`src/rtl/mem_io_bridge_if.sv`:
```
// mem_io_bridge_if: CPU external memory bus between the core and the bridge
interface mem_io_bridge_if;
    logic [31:0] mem_a;
    logic [7:0]  mem_dout;
    logic        mem_wr;
    logic [7:0]  mem_din;
    logic        io_buffer_full;
    modport master (output mem_a, mem_dout, mem_wr, input mem_din, io_buffer_full);
    modport slave  (input mem_a, mem_dout, mem_wr, output mem_din, io_buffer_full);
endinterface

```
`src/rtl/mem_io_bridge.sv`:
```
// mem_io_bridge: steers CPU byte accesses to RAM or memory-mapped I/O (UART TX FIFO, RX pop, cycle counter, halt)
module mem_io_bridge #(
    parameter int TX_DEPTH   = 4,
    parameter int RAM_ADDR_W = 17
) (
    input  logic                  clk_in,
    input  logic                  rst_in,
    mem_io_bridge_if.slave        bus,
    output logic                  ram_en,
    output logic                  ram_wr,
    output logic [RAM_ADDR_W-1:0] ram_a,
    output logic [7:0]            ram_wdata,
    input  logic [7:0]            ram_rdata,
    output logic [7:0]            tx_data,
    output logic                  tx_valid,
    input  logic                  tx_full,
    input  logic [7:0]            rx_data,
    input  logic                  rx_valid,
    output logic                  rx_pop,
    output logic                  halt,
    output logic                  halt_done
);
    localparam int PW = $clog2(TX_DEPTH);
    localparam int CW = PW + 1;

    logic          io, rd_io, wr_io, push, pop, push_ok, full_q, src_io, src_vld;
    logic [2:0]    off;
    logic [7:0]    fifo [TX_DEPTH];
    logic [PW-1:0] head, tail;
    logic [CW-1:0] count, count_nxt;
    logic [31:0]   cnt, latch;
    logic [7:0]    io_byte, io_byte_nxt;
    logic          unused_hi;

    assign unused_hi = ^bus.mem_a[31:18];
    assign io        = bus.mem_a[17:16] == 2'b11;
    assign off       = bus.mem_a[2:0];
    assign rd_io     = io && !bus.mem_wr;
    assign wr_io     = io && bus.mem_wr;

    assign ram_en    = !io;
    assign ram_wr    = bus.mem_wr && !io;
    assign ram_a     = bus.mem_a[RAM_ADDR_W-1:0];
    assign ram_wdata = bus.mem_dout;

    assign io_byte_nxt = !rd_io      ? 8'h00 :
                         off == 3'd0 ? (rx_valid ? rx_data : 8'h00) :
                         off == 3'd4 ? cnt[7:0] :
                         off == 3'd5 ? latch[15:8] :
                         off == 3'd6 ? latch[23:16] :
                         off == 3'd7 ? latch[31:24] : 8'h00;
    assign rx_pop = rst_in && rd_io && off == 3'd0 && rx_valid;

    // a pop in the same cycle frees a slot, so a push onto a full FIFO is kept
    assign push      = wr_io && off == 3'd0 && bus.mem_dout != 8'h00;
    assign pop       = tx_valid && !tx_full;
    assign push_ok   = push && (count != CW'(TX_DEPTH) || pop);
    assign count_nxt = count + CW'(push_ok) - CW'(pop);
    assign tx_valid  = count != '0;
    assign tx_data   = fifo[head];

    assign bus.mem_din        = !src_vld ? 8'h00 : src_io ? io_byte : ram_rdata;
    assign bus.io_buffer_full = full_q || (tx_full && tx_valid);

    always_ff @(posedge clk_in or negedge rst_in) begin
        if (!rst_in) begin
            head      <= '0;
            tail      <= '0;
            count     <= '0;
            full_q    <= 1'b0;
            src_io    <= 1'b0;
            src_vld   <= 1'b0;
            cnt       <= '0;
            latch     <= '0;
            io_byte   <= '0;
            halt      <= 1'b0;
            halt_done <= 1'b0;
        end else begin
            if (push_ok) tail <= tail + PW'(1);
            if (pop) head <= head + PW'(1);
            count     <= count_nxt;
            full_q    <= count_nxt >= CW'(TX_DEPTH - 1);
            src_io    <= io;
            src_vld   <= 1'b1;
            cnt       <= cnt + 32'd1;
            io_byte   <= io_byte_nxt;
            if (rd_io && off == 3'd4) latch <= cnt;
            if (wr_io && off == 3'd4) halt <= 1'b1;
            halt_done <= halt && count == '0;
        end
    end

    always_ff @(posedge clk_in)
        if (push_ok) fifo[tail] <= bus.mem_dout;
endmodule

```
`src/flat_wrapper.sv`:
```
// flat-port wrapper written by rule: the top's interface ports become plain ports
module mem_io_bridge_flat 
#(
    parameter int TX_DEPTH   = 4,
    parameter int RAM_ADDR_W = 17
)
  (clk_in, rst_in, ram_en, ram_wr, ram_a, ram_wdata, ram_rdata, tx_data, tx_valid, tx_full, rx_data, rx_valid, rx_pop, halt, halt_done, bus_mem_a, bus_mem_dout, bus_mem_wr, bus_mem_din, bus_io_buffer_full);
  mem_io_bridge_if bus_i ();
  input  logic clk_in;
  input  logic rst_in;
  output logic ram_en;
  output logic ram_wr;
  output logic [RAM_ADDR_W-1:0] ram_a;
  output logic [7:0] ram_wdata;
  input  logic [7:0] ram_rdata;
  output logic [7:0] tx_data;
  output logic tx_valid;
  input  logic tx_full;
  input  logic [7:0] rx_data;
  input  logic rx_valid;
  output logic rx_pop;
  output logic halt;
  output logic halt_done;
  input wire logic [$bits(bus_i.mem_a)-1:0] bus_mem_a;
  input wire logic [$bits(bus_i.mem_dout)-1:0] bus_mem_dout;
  input wire logic [$bits(bus_i.mem_wr)-1:0] bus_mem_wr;
  output wire logic [$bits(bus_i.mem_din)-1:0] bus_mem_din;
  output wire logic [$bits(bus_i.io_buffer_full)-1:0] bus_io_buffer_full;
  assign bus_i.mem_a = bus_mem_a;
  assign bus_i.mem_dout = bus_mem_dout;
  assign bus_i.mem_wr = bus_mem_wr;
  assign bus_mem_din = bus_i.mem_din;
  assign bus_io_buffer_full = bus_i.io_buffer_full;
  mem_io_bridge #(.TX_DEPTH(TX_DEPTH), .RAM_ADDR_W(RAM_ADDR_W)) u_core (.clk_in(clk_in), .rst_in(rst_in), .bus(bus_i), .ram_en(ram_en), .ram_wr(ram_wr), .ram_a(ram_a), .ram_wdata(ram_wdata), .ram_rdata(ram_rdata), .tx_data(tx_data), .tx_valid(tx_valid), .tx_full(tx_full), .rx_data(rx_data), .rx_valid(rx_valid), .rx_pop(rx_pop), .halt(halt), .halt_done(halt_done));
endmodule
```
`config.mk`:
```
export PLATFORM = sky130hd
export DESIGN_NAME = mem_io_bridge_flat
export DESIGN_NICKNAME = d
export VERILOG_FILES = /design/src/rtl/mem_io_bridge_if.sv /design/src/rtl/mem_io_bridge.sv /design/src/flat_wrapper.sv
export SDC_FILE = /design/constraint.sdc
export NUM_CORES = 1
export LEC_CHECK = 0
export ABC_AREA = 1
export BUFFER_PORTS_ARGS = -buffer_cell sky130_fd_sc_hd__buf_2
export CORE_ASPECT_RATIO = 0.6
export CORE_MARGIN = 1.5
export CORE_UTILIZATION = 60
export CTS_CLUSTER_SIZE = 40
export DETAILED_ROUTE_END_ITERATION = 10
export PLACE_DENSITY = 0.86
export SETUP_SLACK_MARGIN = 0.3
export SLEW_MARGIN = 20
export SYNTH_ARGS = -nofsm -noshare
export SYNTH_HDL_FRONTEND = slang
export SYNTH_SLANG_ARGS = --single-unit
export TNS_END_PERCENT = 30
```
`constraint.sdc`:
```
create_clock -name clk_in -period 4.8 [get_ports clk_in]
set_clock_uncertainty 0.05 [all_clocks]
set_input_delay 0.96 -clock clk_in [delete_from_list [all_inputs] [get_ports clk_in]]
set_output_delay 0.96 -clock clk_in [all_outputs]
set_load 0.05 [all_outputs]
```
==> metrics.md <==
| Metric | Value |
|---|---|
| Status | `completed` |
| Post-CTS sizing | `0` |
| Drt wl/cell | `15.8 µm` |
| Setup Viol. Count Final | `0` |
| Global-route wire length before repair | `20600 µm` |
| Port Buffers | `68` |
| Synth warnings | `0` |
| Synthesized flop and latch total | `108` |
| Area of the multi-input gates | `2160 µm²` |
| Measured slew at the worst slew-check pin | `0.940 ns` |
| Cell Chain, Critical Path | `buf_2 -> inv_2 -> nand2_1 -> inv_1 -> nand2_1 -> nor2_1 -> buf_2` |
| Longest Clk Path Bufs | `2` |
| Core ar. | `8720 µm²` |
| # hold bufs at CTS | `0` |
| WHS Endpoint | `u_core.latch[10]` |
| Fin. max-slew vios | `0` |
| Vias | `4421` |
| Sequential fraction of the synthesis area | `between 50% and 60%` |
| DRT iter0 DRCs | `between 300 and 400` |
| Yosys cell types | `31` |
| Rows | `26` |
| Diode count | `0` |
| Htree depth | `3` |
| Post-synth net total | `between 700 and 800` |
| Mean cell area of the mapped netlist | `8.56 µm²` |
| Minimum clock period | `3.20 ns` |
| Vias per Instance | `~5.5` |
| Clock root buffer | `clkbuf_16` |
| P per Cell Area | `402 nW/µm²` |
| Worst hold stages | `2` |
| Worst Setup Path Type | `in2out` |
| R2R Path End | `u_core.full_q` |
| Post-CTS setup buffers | `0` |
| Total negative slack | `0 ns` |
| Worst setup path startpoint | `bus_mem_a[2]` |
| Die Span Y | `77.3 µm` |
| Slew HR | `a little under two fifths` |
| Share of cells above drive strength 1 | `17.4%` |
| RSZ-0062 raised after global routing | `false` |
| VDD IR max | `0.215 mV` |
| Number of top-level pins | `around 110` |
| R2r worst-path depth | `12` |
| Pre-antenna DRT Iters | `5` |
| Worst Hold Launch | `u_core.latch[10]` |
| RD Place Congestion | `1.04` |
| Mapped Area | `5530 µm²` |
| Vias in the first global route | `4218` |
| Worst-path maximum fanout | `23` |
| Die Span X | `127 µm` |
| Initial antenna violation count | `0` |
| Final HPWL DP | `9150 µm` |
| Total track usage | `27.9%` |
| Starting Density | `63.4%` |
| Max stage delay cell, worst path | `buf_2` |
| Leak Pwr | `0.00278 µW` |
| Synth-to-Final Area Change | `9.15%` |
| CTS clk-pin slew, worst paths | `roughly 0.070 ns` |
| CP endpoint kind | `output port` |
| Post-Synthesis Cells | `roughly 650` |
| Register area | `roughly 2900 µm²` |
| Final hold vios | `0` |
| DRC viols | `0` |
| Tcrit/Tclk final | `66.6%` |
| Largest net degree at the start of global routing | `77` |
| Nets@finish | `approximately 750` |
| Worst Setup Start Kind | `input pin` |
| Final core occ | `69.2%` |
| Gr ovfl total | `0` |
| Total detailed-routing wirelength | `12700 µm` |
| Max-cap violations | `0` |
| Crit path largest cell delay | `0.27 ns` |
| Number of buffers created by CTS | `9` |
| CTS tree | `done` |
| ANT nets after route | `0` |
| Critical path data arrival time | `between 2 and 2.5 ns` |
| Final-layout fill cell count | `around 660` |
| Clock sink count | `108` |
| Top cells by area, synth | `dfrtp_1 (34%), edfxtp_1 (17%), nand2_1 (12%)` |
| Reg-to-reg slack, setup | `about 2.5 ns` |
| Post-synthesis cell type with the largest combined area | `dfrtp_1` |
| Fmax | `313 MHz` |
| Crit path required time | `about 3.8 ns` |
| HP Class | `reg2reg` |
| Reg2Reg Launch Point | `u_core.count[1]` |
| Yosys top cell area share | `about 34%` |
| DIE AREA | `9810 µm²` |
| Clock Latency Late Sink | `0.35 ns` |
## synthesized netlist by cell type, drive strengths merged
| master | count |
|---|---|
| a21oi | 5 |
| dfrtp | 76 |
| inv | 55 |
| ha | 7 |
| o22ai | 8 |
| xor2 | 18 |
| o21ai | 40 |
| nand2 | 172 |
| nor2 | 124 |
| nand3 | 43 |
| o31ai | 1 |
| and2 | 1 |
| buf | 37 |
| fa | 1 |
| clkbuf | 4 |
| a21o | 1 |
| nand4 | 20 |
| edfxtp | 32 |
| conb | 1 |
## through the flow
step / setup slack, ns / cell area [µm²] / power (µW) / hold WS [ns] / instances
floorplan: 1.22 / 5530 / 1550 / 0.391 / 646
global placement: 1.49 / 5720 / 1650 / 0.403 / 786
detailed placement: 1.43 / 5720 / 1670 / 0.410 / 786
CTS: 1.63 / 6030 / 2430 / 0.428 / 802
global route: 1.46 / 6030 / 2540 / 0.456 / 802
finish: 1.60 / 6030 / 2420 / 0.427 / 802
## where the power goes
part / total (µW) / internal (µW) / switching [µW]
clock network: 758 / 413 / 345
logic: 623 / 154 / 468
registers: 1040 / 987 / 55.8
## critical path: cells and delay by family
kind | cells | cell delay [ns]
buffers and inverters | 4 | 0.94
and+or+nand+nor | 3 | 0.28
## worst max path at each step
stage	cells after the start	slack, ns	endpoint
detailed placement	13	1.43	u_core.full_q
floorplan	5	1.22	rx_pop
finish	7	1.60	rx_pop
CTS	7	1.63	rx_pop
global placement	13	1.49	u_core.full_q
global route	4	1.46	tx_data[7]
## flip-flops by register name (all words and copies together), names as in the netlist
| name | cells |
|---|---|
| u_core.count | 3 |
| u_core.io_byte | 8 |
| u_core.tail | 2 |
| u_core.fifo | 32 |
| u_core.head | 2 |
| u_core.halt | 1 |
| u_core.full_q | 1 |
| u_core.latch | 24 |
| u_core.halt_done | 1 |
| u_core.cnt | 32 |
| u_core.src_io | 1 |
| u_core.src_vld | 1 |
## cell type report
type | count | share of cell area [%]
inverters | 55 | 3.46
clock buffers | 9 | 3.73
flip-flops and latches | 108 | 47.5
well taps | 112 | 2.32
clock inverters | 7 | 1.41
repair buffers | 69 | 5.81
multi-input cells | 442 | 35.8
## placed cells by master (no fill, tap or decap), types with 2 or more instances in the layout
cell type and n:
nand2_1 170, inv_1 51, clkbuf_16 9, buf_2 67, buf_4 2, clkinv_4 2
nand4_1 20, nor2_2 8, ha_1 7, o21ai_0 24, nand3_1 42, nor2_1 112
inv_2 3, xor2_1 18, nor2_8 2, dfrtp_1 76, nor2_4 2, o21ai_2 16
a21oi_1 5, inv_4 3, edfxtp_1 32, o22ai_1 8
## per-layer routing
metal / share of wire (%) / track usage, %
met1: 46 / 39.4
met2: 42 / 40.7
met3: 11 / 8.76
met4: 2.1 / 10.6
met5: 0 / 0
## cell families (layout without fill, tap and decap cells)
kind of cell               after synthesis  in the layout  synth area share (%)
AOI/OAI and AO/OA                       55             55                  6.34
xor gates and xnor gates                18             18                  2.85
adders and majority gates                8              8                  1.95
buffers and inverters                   96            140                  9.12
DFF                                    108            108                  51.8
other                                    1              1                0.0679
and+or+nand+nor                        360            360                  27.9
Note: power is estimated with default switching activity, not from simulation.
